## config.mk

```make
export PLATFORM = sky130hd
export DESIGN_NAME = uart_alu_ctrl
export DESIGN_NICKNAME = d
export VERILOG_FILES = /design/src/rtl/uart_alu_ctrl_pkg.sv /design/src/rtl/uart_alu_ctrl_tick_timeout.sv /design/src/rtl/uart_alu_ctrl.sv
export SDC_FILE = /design/constraint.sdc
export NUM_CORES = 1
export LEC_CHECK = 0
export CORE_ASPECT_RATIO = 2
export CORE_UTILIZATION = 48
export CTS_BUF_LIST = sky130_fd_sc_hd__clkbuf_4 sky130_fd_sc_hd__clkbuf_8
export DETAILED_ROUTE_END_ITERATION = 8
export PLACE_DENSITY = 0.81
export SLEW_MARGIN = 20
export SYNTH_ARGS = -nofsm -noshare
export SYNTH_HDL_FRONTEND = slang
export SYNTH_SLANG_ARGS = --single-unit
```

## constraint.sdc

```tcl
create_clock -name i_clk -period 2 [get_ports i_clk]
set_input_delay 0.4 -clock i_clk [delete_from_list [all_inputs] [get_ports i_clk]]
set_output_delay 0.4 -clock i_clk [all_outputs]
set_load 0.03 [all_outputs]
```

## src/rtl/uart_alu_ctrl_pkg.sv

```systemverilog
`timescale 1ns/1ps
`default_nettype none
// ============================================================================
// Module      : uart_alu_ctrl_pkg
// Description : Shared defaults and state encoding for the UART/ALU sequencer.
// Revision    : 1.0 - initial release
// ============================================================================
package uart_alu_ctrl_pkg;

    localparam int NB_DATA_DEF       = 8;
    localparam int NB_OP_DEF         = 6;
    localparam int NB_TIMEOUT_DEF    = 12;
    localparam int TIMEOUT_TICKS_DEF = 2048;
    localparam int NB_STATE          = 3;

    typedef enum logic [NB_STATE-1:0] {
        S_IDLE    = 3'd0,
        S_WAIT_B  = 3'd1,
        S_WAIT_OP = 3'd2,
        S_EXEC    = 3'd3,
        S_SEND    = 3'd4,
        S_WAIT_TX = 3'd5
    } state_t;

    // Inter-byte timeout runs only while a frame is partially received.
    function automatic logic is_wait_state(input state_t s);
        return (s == S_WAIT_B) || (s == S_WAIT_OP);
    endfunction

endpackage
`default_nettype wire

```

## src/rtl/uart_alu_ctrl_tick_timeout.sv

```systemverilog
`timescale 1ns/1ps
`default_nettype none
// ============================================================================
// Module      : uart_alu_ctrl_tick_timeout
// Description : Baud-tick counter with clear/enable and a combinational expiry.
// Revision    : 1.0 - initial release
// ============================================================================
module uart_alu_ctrl_tick_timeout #(
    parameter int NB_TIMEOUT    = 12,
    parameter int TIMEOUT_TICKS = 2048
) (
    input  logic clk,
    input  logic rst,
    input  logic i_tick,
    input  logic i_clear,
    input  logic i_enable,
    output logic o_expire
);

    localparam logic [NB_TIMEOUT-1:0] C_LAST = NB_TIMEOUT'(TIMEOUT_TICKS - 1);

    logic [NB_TIMEOUT-1:0] r_count;

    assign o_expire = i_enable && i_tick && (r_count == C_LAST);

    // Held at zero whenever disabled, so it can never wrap on its own.
    always_ff @(posedge clk) begin
        if (rst || i_clear || !i_enable || o_expire) begin
            r_count <= '0;
        end else if (i_tick) begin
            r_count <= r_count + NB_TIMEOUT'(1);
        end
    end

endmodule
`default_nettype wire

```

## src/rtl/uart_alu_ctrl.sv

```systemverilog
`timescale 1ns/1ps
`default_nettype none
// ============================================================================
// Module      : uart_alu_ctrl
// Description : Collects A/B/opcode bytes from UART RX, runs the ALU, sends result.
// Revision    : 1.0 - initial release
// ============================================================================
module uart_alu_ctrl
    import uart_alu_ctrl_pkg::*;
#(
    parameter int NB_DATA       = NB_DATA_DEF,
    parameter int NB_OP         = NB_OP_DEF,
    parameter int NB_TIMEOUT    = NB_TIMEOUT_DEF,
    parameter int TIMEOUT_TICKS = TIMEOUT_TICKS_DEF
) (
    input  logic               i_clk,
    input  logic               i_reset,
    input  logic               i_tick,
    input  logic               i_rx_done,
    input  logic [NB_DATA-1:0] i_rx_data,
    input  logic [NB_DATA-1:0] i_alu_result,
    input  logic               i_tx_done,
    output logic [NB_DATA-1:0] o_alu_a,
    output logic [NB_DATA-1:0] o_alu_b,
    output logic [NB_OP-1:0]   o_alu_op,
    output logic               o_tx_start,
    output logic [NB_DATA-1:0] o_tx_data,
    output logic               o_busy,
    output logic               o_timeout,
    output logic               o_overrun
);

    state_t             r_state;
    state_t             w_next;
    logic               w_expire;
    logic               w_timeout;
    logic               w_overrun;
    logic [NB_DATA-1:0] r_alu_a;
    logic [NB_DATA-1:0] r_alu_b;
    logic [NB_OP-1:0]   r_alu_op;
    logic               r_tx_start;
    logic [NB_DATA-1:0] r_tx_data;
    logic               r_busy;
    logic               r_timeout;
    logic               r_overrun;

    // Any received byte clears the counter; only the wait states let it run.
    uart_alu_ctrl_tick_timeout #(
        .NB_TIMEOUT    (NB_TIMEOUT),
        .TIMEOUT_TICKS (TIMEOUT_TICKS)
    ) u_timeout (
        .clk      (i_clk),
        .rst      (i_reset),
        .i_tick   (i_tick),
        .i_clear  (i_rx_done),
        .i_enable (is_wait_state(r_state)),
        .o_expire (w_expire)
    );

    always_ff @(posedge i_clk) begin
        if (i_reset) begin
            r_state <= S_IDLE;
        end else begin
            r_state <= w_next;
        end
    end

    always_comb begin
        w_next    = r_state;
        w_timeout = 1'b0;
        w_overrun = 1'b0;
        case (r_state)
            S_IDLE: begin
                if (i_rx_done) w_next = S_WAIT_B;
            end
            S_WAIT_B: begin
                if (i_rx_done) begin
                    w_next = S_WAIT_OP;
                end else if (w_expire) begin
                    w_next    = S_IDLE;
                    w_timeout = 1'b1;
                end
            end
            S_WAIT_OP: begin
                if (i_rx_done) begin
                    w_next = S_EXEC;
                end else if (w_expire) begin
                    w_next    = S_IDLE;
                    w_timeout = 1'b1;
                end
            end
            S_EXEC: begin
                w_next    = S_SEND;
                w_overrun = i_rx_done;
            end
            S_SEND: begin
                // tx_done here belongs to no start we issued yet.
                w_next    = S_WAIT_TX;
                w_overrun = i_rx_done;
            end
            S_WAIT_TX: begin
                if (i_tx_done) w_next = S_IDLE;
                w_overrun = i_rx_done;
            end
            default: begin
                w_next = S_IDLE;
            end
        endcase
    end

    always_ff @(posedge i_clk) begin
        if (i_reset) begin
            r_alu_a    <= '0;
            r_alu_b    <= '0;
            r_alu_op   <= '0;
            r_tx_start <= 1'b0;
            r_tx_data  <= '0;
            r_busy     <= 1'b0;
            r_timeout  <= 1'b0;
            r_overrun  <= 1'b0;
        end else begin
            if (r_state == S_IDLE && i_rx_done)    r_alu_a  <= i_rx_data;
            if (r_state == S_WAIT_B && i_rx_done)  r_alu_b  <= i_rx_data;
            if (r_state == S_WAIT_OP && i_rx_done) r_alu_op <= i_rx_data[NB_OP-1:0];
            if (r_state == S_EXEC)                 r_tx_data <= i_alu_result;
            r_tx_start <= (w_next == S_SEND);
            r_busy     <= (w_next != S_IDLE);
            r_timeout  <= w_timeout;
            r_overrun  <= w_overrun;
        end
    end

    assign o_alu_a    = r_alu_a;
    assign o_alu_b    = r_alu_b;
    assign o_alu_op   = r_alu_op;
    assign o_tx_start = r_tx_start;
    assign o_tx_data  = r_tx_data;
    assign o_busy     = r_busy;
    assign o_timeout  = r_timeout;
    assign o_overrun  = r_overrun;

endmodule
`default_nettype wire

```

## After elaboration in Yosys (flattened, before gate mapping)

Index checks and enable logic that the tools add are counted.

- Output and inout bits: 34
- Flip-flop bits (word level): 49
- Bits of input ports: 21
- Word-level logic and storage cells: 43

- Multiplexer cells: 7
- Add/subtract/negate cells: 1
- Bitwise operators: 2
- Reduce and logical (&&, ||, !) cells: 16
- Equality and inequality tests: 7

Operators by type and width:

| kind | count |
|---|---|
| case mux 3 bit (6 select lines) | 1 |
| 2-to-1 mux 3 bit | 5 |
| adder 12 x 1 -> 12 bit (second input constant) | 1 |
| equality test 12 x 11 -> 1 bit (second input constant) | 1 |
| equality test 3 bit (second input constant) | 3 |
| equality test 3 x 2 -> 1 bit (second input constant) | 2 |
| OR reduction 3 bit | 2 |
| logical AND 1 bit | 5 |
| logical OR 1 bit | 4 |
| OR reduction 2 bit | 2 |
| equality test 3 x 1 -> 1 bit (second input constant) | 1 |
| logical NOT 3 bit | 1 |
| nonzero test 3 bit | 1 |
| inverter 1 bit | 2 |
| logical NOT 1 bit | 1 |
| 2-to-1 mux 1 bit | 1 |

## Longest topological paths before layout

- Depth in word-level cells: 8
- Mapped depth: 7
- Gate-level depth less buffers: 6

## Cells and area by module

From an unflattened synthesis, not the netlist that was laid out.

- Cells, all modules: 205
- Area, all modules: 1990.7 um^2

Modules (own cells, without submodules):

| module | area an instance (um^2) | cells each | instances |
|---|---|---|---|
| uart_alu_ctrl | 1397.6 | 143 | 1 |
| uart_alu_ctrl_tick_timeout | 593.1 | 62 | 1 |

## Worst setup path before layout

Ideal clock, no wire load.

- Path kind: register to register
- Start point: register u_timeout.r_count[0]
- End point: register r_busy, in the netlist o_busy
- Library setup time: 0.120 ns
- Path slack: 0.350 ns
- Clock period less this slack: 1.650 ns
- Data required time: 1.880 ns
- Arrival time: 1.530 ns
- Stages on the path, launching flop included: 7
- Path buffers: 0
- Cells stage by stage: dfxtp_1 > ha_1 > nand4_1 > or4_4 > a21oi_1 > nor2_1 > or2_1

- Word-level cells in the longest chain between the ends: 6
- Elaborated cells on any way between the ends: 7
- Classes of those cells: eq/ne: 1; mux: 4; reduce/logical: 2

Ends and longest elaborated chain:

| what | line | source |
|---|---|---|
| start, declared | uart_alu_ctrl_tick_timeout.sv:22 | `logic [NB_TIMEOUT-1:0] r_count;` |
| start signal, assigned | uart_alu_ctrl_tick_timeout.sv:31 | `r_count <= r_count + NB_TIMEOUT'(1);` |
| equality test 12 x 11 -> 1 bit (*) | uart_alu_ctrl_tick_timeout.sv:24 | `assign o_expire = i_enable && i_tick && (r_count == C_LAST);` |
| logical AND 1 bit (*) | uart_alu_ctrl_tick_timeout.sv:24 |  |
| 2-to-1 mux 3 bit (*) | uart_alu_ctrl.sv:79, uart_alu_ctrl.sv:87 |  |
| 2-to-1 mux 3 bit (on tied branches) | uart_alu_ctrl.sv:85, uart_alu_ctrl.sv:77 |  |
| case mux 3 bit (6 select lines) (*) | uart_alu_ctrl.sv:72 | `case (r_state)` |
| nonzero test 3 bit (*) | uart_alu_ctrl.sv:127 | `r_busy <= (w_next != S_IDLE);` |
| end signal, assigned | uart_alu_ctrl.sv:127 |  |
| end, declared | uart_alu_ctrl.sv:43 | `logic r_busy;` |

Every way passes the cells marked *; elsewhere a longest branch is shown, timed or not.
A chain may end at the register's enable or synchronous reset.

## Final worst setup path

Ends and elaborated chain as after synthesis.

==> metrics.txt <==
status=completed; Synth warnings=0; # setup viols final=0; most frequent cells after synthesis=dfxtp_1 (49), nand2_1 (36), nor2_1 (35), a21oi_1 (21), mux2i_1 (15); post-CTS setup buffer count=0; drc violations=0; Seq cells post-synth=49; io pins=55; CP Max Fanout=4; die area=4150 um^2; Tmin final=1.82 ns; initial antenna violation count=0; number of diodes=0; ys flop type=dfxtp_1; max incr delay on CP=0.50 ns; Clock transition at path regs=0.08 ns; clock sink count=49; htree depth=2; critical path type=reg2reg; Area after DPL=2490 um^2; Worst slew margin=76.6%; grt peak-use layer=met2; cell accounting for the most synthesized area=dfxtp_1; Cells after Synth=206; met1 Usage GRT=19.7%; DR iter-0 viols=9; slowest CP cell=or4_4; HPWL Detailed=2960 um; layout cells sized above 1=8.89%; Antenna Nets Post-Route=0; Leak=0.928 nW; Post-Syn Nets=228; pwr dens=728 nW/um^2; vias in the first global route=1,504; Port Buffers=54; Slew Limit Fails=0; RSZ-0062 raised after global routing=no; Max Clock Skew=0.00542 ns; critical path capture point type=flip-flop; HP Class=reg2reg; total power=0.00188 W; first-pass GRT wire length=6430 um; effective utilization at floorplan=51.1%; area share of the largest cell type after synthesis=52.7%; drt first pass iters=4; Layout Nets=291; largest net degree at the start of global routing=36; Die Span Y=90.1 um; CTS resizes=0; total grt overflow=0; Final GP Congestion=0.778; Netlist cell types=29; CTS buffer count=5; Final Instance Area=2580 um^2; gr usage total=20.7%; CTS tree=built; sequential area share after synthesis=52.7%; worst slew pin tran=0.351 ns; Post-synth ARST share=0%; Post-synth EDFFs=0; Area Growth Syn to Fin=38.8%; vias=1,565; Synth area leaders=dfxtp_1 (53%), mux2i_1 (8.1%), nand2_1 (7.3%), nor2_1 (7.1%), a21oi_1 (5.6%); Crit path required time=2.19 ns; critical-path cell list=ha_1 -> nand4_1 -> or4_4 -> a21oi_1 -> nor2_1 -> or2_1; GR Util met3=6.02%; Fin. Hold Viols=0; Rows=31; Vias/cell=4.91; count leader, synth=dfxtp_1; hold buffer count at CTS=0; CP arrival=2.01 ns; Tcrit/Tclk final=90.8%; chip width=46.1 um; Syn Area/Cell=9.04 um^2; clock latency on the worst-skew pair=0.30 ns; drt total wl=4000 um; type of origin of the critical path=flip-flop; CTS root buf=clkbuf_8; Max VDD drop=0.000654 V; DP Cell Count=311; GR met2 Demand/Resource=38.3%; post-synthesis cell area=1860 um^2; Core Region=3650 um^2; Routed wire per std cell=12.5 um; clk buf depth=2; Peak Freq=0.551 GHz; max_cap viols=0; Final Non-Filler Cells=319
-- worst paths after layout --
kind | startpoint | end | slack [ns] | depth (start not counted)
worst max-delay path | u_timeout.r_count[0] | o_busy | 0.18 | 6
worst min-delay path | o_alu_a[3] | o_alu_a[3] | 0.46 | 2
worst max register to register | u_timeout.r_count[0] | o_busy | 0.18 | 6
worst min register to register | o_alu_a[3] | o_alu_a[3] | 0.46 | 2
-- per-layer routing --
metal / wire, um / vias to the layer above
met1: 1490 / 713
li1: - / 798
met3: 248 / 7
met4: 66 / 0
met5: 0 / -
met2: 2190 / 47
-- cells in the final DEF, fill, tap and decap left out --
cell	count
buf_4	11
or4_4	1
nor3_1	1
nand2_1	36
or3_1	2
nand4_1	4
clkbuf_8	5
clkbuf_4	3
nor3b_2	1
or2_1	1
a21oi_1	21
xor2_1	8
nand3b_2	1
xnor2_1	4
a31oi_1	1
inv_1	3
mux2i_1	15
dfxtp_1	49
nand3_1	3
nor3b_1	1
nor4b_1	1
clkinv_1	1
nand4_2	1
or2_4	1
ha_1	1
nor4_1	1
nor2_1	35
clkdlybuf4s50_1	54
nand2b_1	4
-- per-stage QoR --
| step | hold WS [ns] | TNS, ns | util [%] | setup slack [ns] |
|---|---|---|---|---|
| floorplan | 0.480 | 0 | - | 0.350 |
| global placement | 0.442 | -0.0859 | 68.4 | -0.0859 |
| detailed placement | 0.445 | -0.128 | 68.4 | -0.128 |
| CTS | 0.458 | 0 | 70.9 | 0.189 |
| global route | 0.484 | 0 | 70.9 | 0.0886 |
| finish | 0.456 | 0 | 70.9 | 0.184 |
-- power breakdown --
part	leakage (nW)	switching [W]	total (W)	internal, W
logic	0.481	0.000141	0.000270	0.000130
registers	0.397	0.0000180	0.00102	0.00101
clock network	0.0498	0.000298	0.000588	0.000289
-- kinds of logic after synthesis --
group,share of synthesized area [%]
simple gates,23.3
xor+xnor,5.64
flops,52.7
fa+ha+maj,0.671
mux,8.06
compound gates,5.98
buf+inv,3.69
-- critical path, delay by kind of cell, from the launching register on --
family                   cells  cell delay [ns]
AO/OA/AOI/OAI                1             0.17
adder cells (fa/ha/maj)      1             0.18
flip-flops                   1             0.38
AND/OR/NAND/NOR              4             0.98
-- flip-flops by register name, summed over array words and instances (netlist names) --
register,flops
o_alu_b,8
o_timeout,1
u_timeout.r_count,12
o_tx_data,8
o_alu_op,6
o_alu_a,8
o_tx_start,1
o_busy,1
o_overrun,1
r_state,3
-- cell type report --
type                            count  area (um^2)
Sequential cell                    49          981
Multi-Input combinational cell    144          813
Clock buffer                        8         91.3
Fill cell                         309         1060
Timing Repair Buffer               65          623
Tap cell                           49         61.3
Inverter                            4         15.0
Power figures use the tool's default switching activity.
==> RTL change, RTL diff (same flow settings) <==
Remove the register `r_busy`: a continuous assignment takes its place, so the output `o_busy` follows one clock earlier.
--- a/src/rtl/uart_alu_ctrl.sv
+++ b/src/rtl/uart_alu_ctrl.sv
@@ -115,7 +115,6 @@
             r_alu_op   <= '0;
             r_tx_start <= 1'b0;
             r_tx_data  <= '0;
-            r_busy     <= 1'b0;
             r_timeout  <= 1'b0;
             r_overrun  <= 1'b0;
         end else begin
@@ -124,11 +123,12 @@
             if (r_state == S_WAIT_OP && i_rx_done) r_alu_op <= i_rx_data[NB_OP-1:0];
             if (r_state == S_EXEC)                 r_tx_data <= i_alu_result;
             r_tx_start <= (w_next == S_SEND);
-            r_busy     <= (w_next != S_IDLE);
             r_timeout  <= w_timeout;
             r_overrun  <= w_overrun;
         end
     end
+
+    assign r_busy = (w_next != S_IDLE);
 
     assign o_alu_a    = r_alu_a;
     assign o_alu_b    = r_alu_b;
Behaviour: not the same (a bounded check fails within 4 cycles, from zero or initial values and one cycle with i_reset high).
==> RTL change against the unedited design <==
Cell count increased by 0.31%. Total power increased by 5.9%. Sequential cell count decreased by 1. Via count increased by 1.2%. Final area increased by 7.1%. Routed wire length increased by 7.5%. Worst setup slack got worse by 0.11 ns. Area after synthesis increased by 2.9%.
==> RTL change: results (changes against the unedited design) <==
- Placed inst area: 2640 sq um (was 2490 sq um)
- Part of the power in the clock network: 34.9% (was 31.2%)
- Number of distinct standard cells referenced by the synthesized netlist: 30 (was 29)
- Total Power Consumption: 0.00199 W (was 0.00188 W)
- Peak supply drop: 0.000811 V (was 0.000654 V)
- Mean routed wirelength per cell: 13.4 microns (was 12.5 microns)
- Largest net degree at the start of global routing: 35 (was 36)
- CP Max Fanout: 2 (was 4)
- Met3 track demand over resource in global routing: 6.16% (was 6.02%)
- # nets final: 290 (was 291)
- Post-CTS setup buffer count: 1 (was 0)
- Met1 track demand over resource in global routing: 20.6% (was 19.7%)
- Final weighted congestion in routability-driven placement: 0.783 (was 0.778)
- Drt total wl: 4300 microns (was 4000 microns)
- Worst r2r dst: o_alu_a[1]$_SDFFE_PP0P_ (was o_busy$_SDFF_PP0_)
- Global routing usage on met2: 39.0% (was 38.3%)
- Final setup skew: 0.00950 ns (was 0.00542 ns)
- Via count of the first global-routing pass: 1648 (was 1504)
- Cell types with the highest counts after synthesis: 48 x sky130_fd_sc_hd__dfxtp_1, 38 x sky130_fd_sc_hd__nor2_1, 23 x sky130_fd_sc_hd__mux2i_1 (was 49 x sky130_fd_sc_hd__dfxtp_1, 36 x sky130_fd_sc_hd__nand2_1, 35 x sky130_fd_sc_hd__nor2_1)
- Placed wire-length estimate after detailed placement: 3210 microns (was 2960 microns)
- Violation count after the first detailed-route iteration: 33 (was 9)
- Net count after synthesis: 219 (was 228)
- Mean number of vias per cell: 4.95 (was 4.91)
- Slack of the worst reg-to-reg path: 0.36 ns (was 0.18 ns)
- Crit path from: u_timeout.r_count[1]$_SDFFE_PP0P_ (was u_timeout.r_count[0]$_SDFFE_PP0P_)
- Status: completed (unchanged)
==> RTL change: cells by family (layout without fill, tap and decap cells) <==
group,after synthesis,count (layout),synth area share [%]
AO/OA/AOI/OAI,15,15,4.57
XOR/XNOR,12,12,5.48
adder cells (fa/ha/maj),1,1,0.653
buffers and inverters,15,87,3.98
flip-flops,48,48,50.1
multiplexers,23,23,12.0
AND/OR/NAND/NOR,83,83,23.2
==> RTL change: area by class of cell <==
cell class	instances	share of cell area, %
sequential	48	34.8
multi-input combinational	134	31.9
timing repair buffer	77	26.7
clock buffer	6	2.76
tap	51	2.30
clock inverter	2	1.27
inverter	2	0.271
==> RTL change: worst min-delay path by stage <==
stage                                                 start                           endpoint  slack, ns  cells after the start
after floorplan           u_timeout.r_count[8]$_SDFFE_PP0P_  u_timeout.r_count[8]$_SDFFE_PP0P_       0.47                      2
after global placement              o_alu_a[5]$_SDFFE_PP0P_            o_alu_a[5]$_SDFFE_PP0P_       0.44                      2
after detailed placement            o_alu_a[4]$_SDFFE_PP0P_            o_alu_a[4]$_SDFFE_PP0P_       0.45                      2
after CTS                           o_alu_a[0]$_SDFFE_PP0P_            o_alu_a[0]$_SDFFE_PP0P_       0.47                      2
after global routing                o_alu_a[7]$_SDFFE_PP0P_            o_alu_a[7]$_SDFFE_PP0P_       0.49                      2
final                               o_alu_a[4]$_SDFFE_PP0P_            o_alu_a[4]$_SDFFE_PP0P_       0.46                      2
==> RTL change: worst max-delay path, stage by stage, from the launching register on <==
cell                       delay (ns)
sky130_fd_sc_hd__dfxtp_2         0.34
sky130_fd_sc_hd__ha_2            0.17
sky130_fd_sc_hd__and4_4          0.22
sky130_fd_sc_hd__nand4b_4        0.11
sky130_fd_sc_hd__o211ai_1        0.10
sky130_fd_sc_hd__nand3_1         0.13
sky130_fd_sc_hd__buf_6           0.16
